File: src/rtl/systolic_skew_feeder.sv
// Skewed operand feeder for a systolic array edge: takes one ROWS x K frame and
// serialises each row onto its own lane, with row r delayed by r*SKEW columns.
module systolic_skew_feeder #(
   parameter int ROWS       = 4,
   parameter int K          = 4,
   parameter int DATA_WIDTH = 16,
   parameter int SKEW       = 1
) (
   input  logic                         clk,
   input  logic                         rst,
   input  logic                         load_valid,
   output logic                         load_ready,
   input  logic [ROWS*K*DATA_WIDTH-1:0] load_data,
   input  logic                         msb_first,
   input  logic                         stall,
   output logic [ROWS*DATA_WIDTH-1:0]   row_data,
   output logic [ROWS-1:0]              row_valid,
   output logic                         busy,
   output logic                         done
);

   localparam int DW = DATA_WIDTH;
   localparam int T  = K + (ROWS - 1) * SKEW;
   localparam int TW = $clog2(T + 1);
   localparam logic [TW-1:0] T_LAST = TW'(T - 1);

   // Load handshake: a frame transfers on any edge where load_valid && load_ready.
   // load_ready is high in IDLE and on the last unstalled column of a frame,
   // so frames can follow each other with no bubble.

   typedef enum logic {IDLE = 1'b0, RUN = 1'b1} state_t;

   state_t                       state, state_nxt;
   logic [TW-1:0]                t;
   logic [ROWS*K*DW-1:0]         frame_buf;
   logic                         msb_q;

   logic                         last_col;
   logic                         accept;
   logic                         advance;
   logic                         finish;

   logic [ROWS*K*DW-1:0]         col_src;
   logic                         col_msb;
   logic [TW-1:0]                col_t;
   logic [ROWS*DW-1:0]           col_data;
   logic [ROWS-1:0]              col_valid;

   assign last_col = (state == RUN) && (t == T_LAST);
   assign accept   = load_valid && load_ready;
   assign advance  = (state == RUN) && !stall && !last_col;
   assign finish   = last_col && !stall;

   // State register
   always_ff @(posedge clk) begin
      if (rst) state <= IDLE;
      else     state <= state_nxt;
   end

   // Next-state logic
   always_comb begin
      state_nxt = state;
      case (state)
         IDLE:    if (accept) state_nxt = RUN;
         RUN:     if (finish && !accept) state_nxt = IDLE;
         default: state_nxt = IDLE;
      endcase
   end

   // FSM outputs; busy doubles as the visible state
   always_comb begin
      load_ready = 1'b0;
      busy       = 1'b0;
      case (state)
         IDLE:    load_ready = 1'b1;
         RUN: begin
            busy       = 1'b1;
            load_ready = last_col && !stall;
         end
         default: load_ready = 1'b0;
      endcase
   end

   // Column about to be registered: column 0 of the incoming frame on accept,
   // otherwise the next column of the buffered frame.
   assign col_src = accept ? load_data : frame_buf;
   assign col_msb = accept ? msb_first : msb_q;
   assign col_t   = accept ? '0 : t + TW'(1);

   always_comb begin
      col_data  = '0;
      col_valid = '0;
      for (int r = 0; r < ROWS; r++) begin
         for (int i = 0; i < K; i++) begin
            if (int'(col_t) == r * SKEW + i) begin
               col_valid[r] = 1'b1;
               if (col_msb) col_data[r*DW +: DW] = col_src[(r*K + K - 1 - i)*DW +: DW];
               else         col_data[r*DW +: DW] = col_src[(r*K + i)*DW +: DW];
            end
         end
      end
   end

   // Datapath; a stall holds t and row_data but drops row_valid and done
   always_ff @(posedge clk) begin
      if (rst) begin
         t         <= '0;
         frame_buf <= '0;
         msb_q     <= 1'b0;
         row_data  <= '0;
         row_valid <= '0;
         done      <= 1'b0;
      end else if (accept) begin
         frame_buf <= load_data;
         msb_q     <= msb_first;
         t         <= '0;
         row_data  <= col_data;
         row_valid <= col_valid;
         done      <= (col_t == T_LAST);
      end else if (advance) begin
         t         <= col_t;
         row_data  <= col_data;
         row_valid <= col_valid;
         done      <= (col_t == T_LAST);
      end else if (finish) begin
         t         <= '0;
         row_data  <= '0;
         row_valid <= '0;
         done      <= 1'b0;
      end else begin
         row_valid <= '0;
         done      <= 1'b0;
      end
   end

endmodule
File: config.mk
export PLATFORM = sky130hd
export DESIGN_NAME = systolic_skew_feeder
export DESIGN_NICKNAME = d
export VERILOG_FILES = /design/src/rtl/systolic_skew_feeder.sv
export SDC_FILE = /design/constraint.sdc
export NUM_CORES = 1
export LEC_CHECK = 0
export CAP_MARGIN = 25
export CORE_ASPECT_RATIO = 2
export CORE_MARGIN = 2
export CORE_UTILIZATION = 35
export CTS_CLUSTER_DIAMETER = 60
export DETAILED_ROUTE_END_ITERATION = 6
export HOLD_SLACK_MARGIN = 0.05
export SLEW_MARGIN = 0
export SYNTH_ARGS = -nofsm -noshare
export SYNTH_HDL_FRONTEND = slang
export SYNTH_SLANG_ARGS = --single-unit
File: constraint.sdc
create_clock -name clk -period 4.1 [get_ports clk]
set_input_delay 0.41 -clock clk [delete_from_list [all_inputs] [get_ports clk]]
set_output_delay 0.41 -clock clk [all_outputs]
set_load 0.005 [all_outputs]
After elaboration in Yosys (flattened, before gate mapping)
Cells that the tools add are included.

word-level totals
  register bits = 330
  bits of input ports = 261
  output and inout port bits = 71
  logic and storage cells = 95

cells by class
  add/subtract/negate cells = 1
  eq/ne operators = 8
  muxes and demuxes = 65
  bitwise logic cells = 1
  reduce and logical (&&, ||, !) cells = 13

operators with widths
  kind                                                  count
  two-way mux 16 bit                                    32
  two-way mux 256 bit                                   1
  two-way mux 64 bit                                    3
  two-way mux 1 bit                                     22
  equality test 3 bit (second input constant)           6
  two-way mux 3 bit                                     3
  two-way mux 4 bit                                     2
  equality test 3 x 2 -> 1 bit (second input constant)  2
  logical AND 1 bit                                     6
  one-hot mux 1 bit (2 select lines)                    2
  adder 3 x 1 -> 3 bit (second input constant)          1
  zero test 1 bit                                       3
  zero test 3 bit                                       1
  nonzero test 3 bit                                    1
  nonzero test 2 bit                                    1
  OR reduction 2 bit                                    1
  inverter 1 bit                                        1

Depth between registers and ports, before layout
  depth after elaboration = 13
  mapped depth = 11
  mapped depth without buffers = 7

Worst setup path before layout
OpenSTA, ideal clock, no wires.

  path type = register -> register
  start point = reg t[0]
  end point = reg row_data[6]
  setup time = 0.059 ns
  arrival time = 2.242 ns
  required time = 4.041 ns
  setup slack = 1.798 ns
  cell stages (with the launch flop) = 12
  buffers on the path = 4
  clock period less this slack = 2.302 ns
  cells stage by stage = dfxtp_1 buf_2 inv_1 ha_1 buf_2 nor2_1 nand2_2 or3_1 buf_2 buf_6 o2bb2ai_1 a221o_1

between the ends
  cells in the longest elaborated chain, start to end = 13
  elaborated cells between the ends (all ways) = 26
  those cells by class = add/sub (1); eq/ne (4); mux (14); reduce/logical (7)

ends and longest elaborated chain
  what                                                   RTL line  source
  from (decl)                                            34        logic [TW-1:0] t;
  from (signal assigned)                                 121       t <= col_t;
  equality test 3 bit                                    49        assign last_col = (state == RUN) && (t == T_LAST);
  logical AND 1 bit                                      49
  logical AND 1 bit                                      52, 78
  one-hot mux 1 bit (2 select lines)                     74        case (state)
  logical AND 1 bit                                      50        assign accept = load_valid && load_ready;
  two-way mux 3 bit (tied with other cells)              88        assign col_t = accept ? '0 : t + TW'(1);
  zero test 3 bit or two-way mux 16 bit (tied branches)  95, 97
  two-way mux 16 bit (4 in series)                       95        if (int'(col_t) == r * SKEW + i) begin
  two-way mux 64 bit                                     120       end else if (advance) begin
  two-way mux 64 bit                                     113       end else if (accept) begin
  to (signal assigned)                                   117       row_data <= col_data;
  to (signal assigned)                                   122       row_data <= col_data;
  to (decl)                                              16        output logic [ROWS*DATA_WIDTH-1:0] row_data,

Several ways; a longest one is shown, not always the timed one.
A chain may end at the register's enable or synchronous reset.

Final worst setup path
  start point = reg t[0]
  end point = reg row_data[11]

Same word-level chain as after synthesis.

==> flow_summary_export.csv <==
group,metric,value,unit
drt,drtIter0Drc,857,
setup_path,worstSetupEndpoint,"row_data[11]$_SDFFE_PP0P_",
sta,hold_viol_final,0,
finish,final_cell_mix,"556 x nand2_1, 329 x dfxtp_1, 329 x clkdlybuf4s50_1",
sta,worstMarginPinSlew,1.18,ns
setup_path,path_class,"reg -> reg",
logic_synthesis,synth-async-reset-ratio,0,%
global_route,use_met3,3.19,%
global_route,grt_usage,21.6,%
logic_synthesis,seq_area_frac_synth,40.2,%
clock_network,postCtsSetupBuffers,0,
floorplanning,fp.dieH,311,um
logic_synthesis,syn-instance-count,1935,
global_route,grt_max_degree,221,
pwr,p_switching,0.00206,W
setup_path,crit-reg2reg-capture,"row_data[11]$_SDFFE_PP0P_",
sta,rsz0062_at_grt,"no",
drt,vias_per_cell,5.31,
logic_synthesis,yosysUniqueCellTypes,62,
floorplanning,pin_count,332,
sta,finClkSkew,0.0194,ns
floorplanning,std_cell_rows,112,
setup_path,reg2reg_depth,7,
pwr,sw_frac_of_total,26.6,%
logic_synthesis,syn-num-nets,2198,
logic_synthesis,synthAdderAreaFrac,0.152,%
sta,setup_viol,0,
sta,fin_crit_sh,75.0,%
clock_network,cts_buffers,34,
finish,finalNonFillerCells,2814,
logic_synthesis,synth_edf_count,0,
setup_path,crit_path_start_kind,"flop",
clock_network,clk_path_buf_depth,3,
drt,drc,0,
place,gp_congestion,0.834,
pwr,p_clk_share,39.4,%
setup_path,arrival,3.54,ns
sta,final.setup.tns,0,ns
drt,wire_per_inst,19.3,um
place,place_hpwl,37200,um
finish,area_delta_synth_final,28.5,%
pwr,internal_power,0.00567,W
place,dp.cells,2752,
sta,final_max_slew_viol_count,0,
sta,finalCriticalPeriod,3.07,ns
min_path,hold_path_class,"in -> reg",
logic_synthesis,synth_xor_area_share,0.472,%
logic_synthesis,synth_top_family_by_area,"compound AO/OA/AOI/OAI gates",
logic_synthesis,synth_mux_area_share,17.8,%
global_route,grt_pass1_vias,14900,
floorplanning,die_w,157,um
setup_path,ff2ff_setup_slack,1.03,ns
finish,drive_gt1_share,8.17,%
finish,nets,2424,
floorplanning,core_area,46500,um^2
clock_network,clk_pin_slew,0.07,ns
global_route,overflow,0,
clock_network,post_cts_resize_count,0,
setup_path,cp-end-kind,"flop",
logic_synthesis,synth_flop_cell,"dfxtp_1",
sta,fmax,0.325,GHz
logic_synthesis,avgSynthCellArea,8.50,um^2
logic_synthesis,ys_ff_latch,330,
pwr,p_leak,7.67,nW
clock_network,cts_tree,"built",
finish,final_common_cell,"nand2_1",
setup_path,worstPathRequired,4.56,ns
logic_synthesis,synth_top_cell_by_area,"dfxtp_1",
logic_synthesis,synth_compound_area_share,20.2,%
logic_synthesis,synthSimpleGateAreaFrac,16.1,%
clock_network,worstSkewPairLatency,0.52,ns
setup_path,r2r_start,"t[0]$_SDFFE_PP0P_",
floorplanning,dieArea,48800,um^2
global_route,antenna_found_initial,10,
global_route,use_met2,38.8,%
clock_network,cts_hold_buffers,0,
global_route,use_met1,24.5,%
sta,timing.slew.headroom,21.7,%
logic_synthesis,netlist_top_cells_area,"dfxtp_1 40%, mux2i_1 15%, nand2_1 13%",
pwr,power_frac_comb,15.4,%
logic_synthesis,syn_area,16400,um^2
global_route,grt_pass1_wl,83000,um
logic_synthesis,post-synth-top-area-fraction,40.2,%
drt,antenna_left,0,
clock_network,cts.htree.levels,2,
clock_network,cts.sinks,330,
pwr,power_frac_seq,45.2,%
drt,dr.pass1.iters,7,
setup_path,critPathLaunch,"t[0]$_SDFFE_PP0P_",
clock_network,root_buffer,"clkbuf_16",
global_route,grt.busiest_layer,"met2",
drt,vias,14900,
place,portBuffers,331,
logic_synthesis,yosysWarnings,0,
finish,fillCellCount,4654,
outcome,outcome,"complete, no violations",
drt,drt_wl_total,54200,um
setup_path,cpPeakStageDelay,0.74,ns
setup_path,crit_slowest_cell,"or3_1",
setup_path,path_cells,"inv_1, ha_1, nor2_1, nand2_2, or3_1, o2bb2ai_1, a221o_1",
pwr,peakVddDrop,0.264,mV
setup_path,path_max_fanout,17,
run,drv_cap,0,
floorplanning,start_util,35.3,%
pwr,p_per_area,365,nW/um^2
[area by class of cell]
type	count	area, um^2	share of cell area [%]
diodes	9	22.5	0.107
clock buffers	44	1000	4.74
clock inverters	9	62.6	0.296
inverters	2	7.51	0.0355
multi-input cells	1435	9040	42.8
flip-flops and latches	330	6610	31.3
well taps	627	785	3.71
repair buffers	358	3610	17.1
[how the worst min path moves through the flow]
stage | slack (ns) | from | endpoint | depth (start not counted)
after floorplan | 0.44 | frame_buf[80]$_SDFF_PP0_ | frame_buf[80]$_SDFF_PP0_ | 2
after global placement | 0.44 | frame_buf[83]$_SDFF_PP0_ | frame_buf[83]$_SDFF_PP0_ | 2
after detailed placement | 0.45 | frame_buf[96]$_SDFF_PP0_ | frame_buf[96]$_SDFF_PP0_ | 2
after CTS | 0.33 | rst | frame_buf[221]$_SDFF_PP0_ | 2
after global routing | 0.36 | rst | frame_buf[221]$_SDFF_PP0_ | 2
final | 0.32 | rst | frame_buf[221]$_SDFF_PP0_ | 2
[cells in the mapped netlist (10+ instances only)]
master and n:
nand2_1 556, dfxtp_1 330, mux2i_1 239, a21oi_1 230
buf_2 72, clkbuf_1 69, o21ai_0 49, o22ai_1 48
a32oi_1 46, mux2_2 41, nor2_1 36, a2bb2oi_1 17
nor2b_1 17, o2bb2ai_1 17, a221o_1 16, a21o_1 15
a221oi_2 10, buf_4 10, o211ai_2 10, o221ai_2 10
[kinds of logic (layout without fill, tap and decap cells)]
family | after synthesis | count (layout)
fa+ha+maj | 2 | 2
simple gates | 647 | 647
mux | 285 | 285
flops | 330 | 330
buf+inv | 170 | 413
other cells | 0 | 9
compound gates | 496 | 496
xor+xnor | 5 | 5
[sequential cells by signal, summed over array words and instances, names as in the netlist]
| signal | count |
|---|---|
| done | 1 |
| state | 1 |
| msb_q | 1 |
| row_data | 64 |
| t | 3 |
| row_valid | 4 |
| frame_buf | 256 |
[power by group through the flow]
stage / registers, W / logic, W / clock network (W)
3_3_place_gp: 0.00355 / 0.00118 / 0
4_1_cts: 0.00349 / 0.00120 / 0.00312
2_1_floorplan: 0.00352 / 0.000702 / 0
5_1_grt: 0.00351 / 0.00130 / 0.00324
3_5_place_dp: 0.00356 / 0.00119 / 0
6_report: 0.00349 / 0.00119 / 0.00304
[stage by stage]
step	hold WS, ns	setup slack (ns)	instance area (um^2)	util [%]	total power, W
CTS	0.329	1.03	21100	45.4	0.00781
global placement	0.443	1.07	20000	43.1	0.00473
detailed placement	0.446	1.03	20000	43.1	0.00475
finish	0.318	1.03	21100	45.4	0.00772
floorplan	0.436	1.80	16400	-	0.00422
global route	0.358	0.775	21100	45.4	0.00804
[worst max-delay path: cells and delay by family, from the launching register on]
| kind | cells | cell delay [ns] |
|---|---|---|
| DFF | 1 | 0.64 |
| adders and majority gates | 1 | 0.46 |
| and+or+nand+nor | 3 | 1.38 |
| AOI/OAI and AO/OA | 2 | 0.42 |
| buffers and inverters | 1 | 0.09 |
[per-layer routing]
layer | share of wire (%) | vias to the layer above
met5 | 0.018 | -
met1 | 39 | 7103
met4 | 4.2 | 2
met3 | 4.9 | 99
li1 | - | 7270
met2 | 52 | 456
Power figures use the tool's default switching activity.
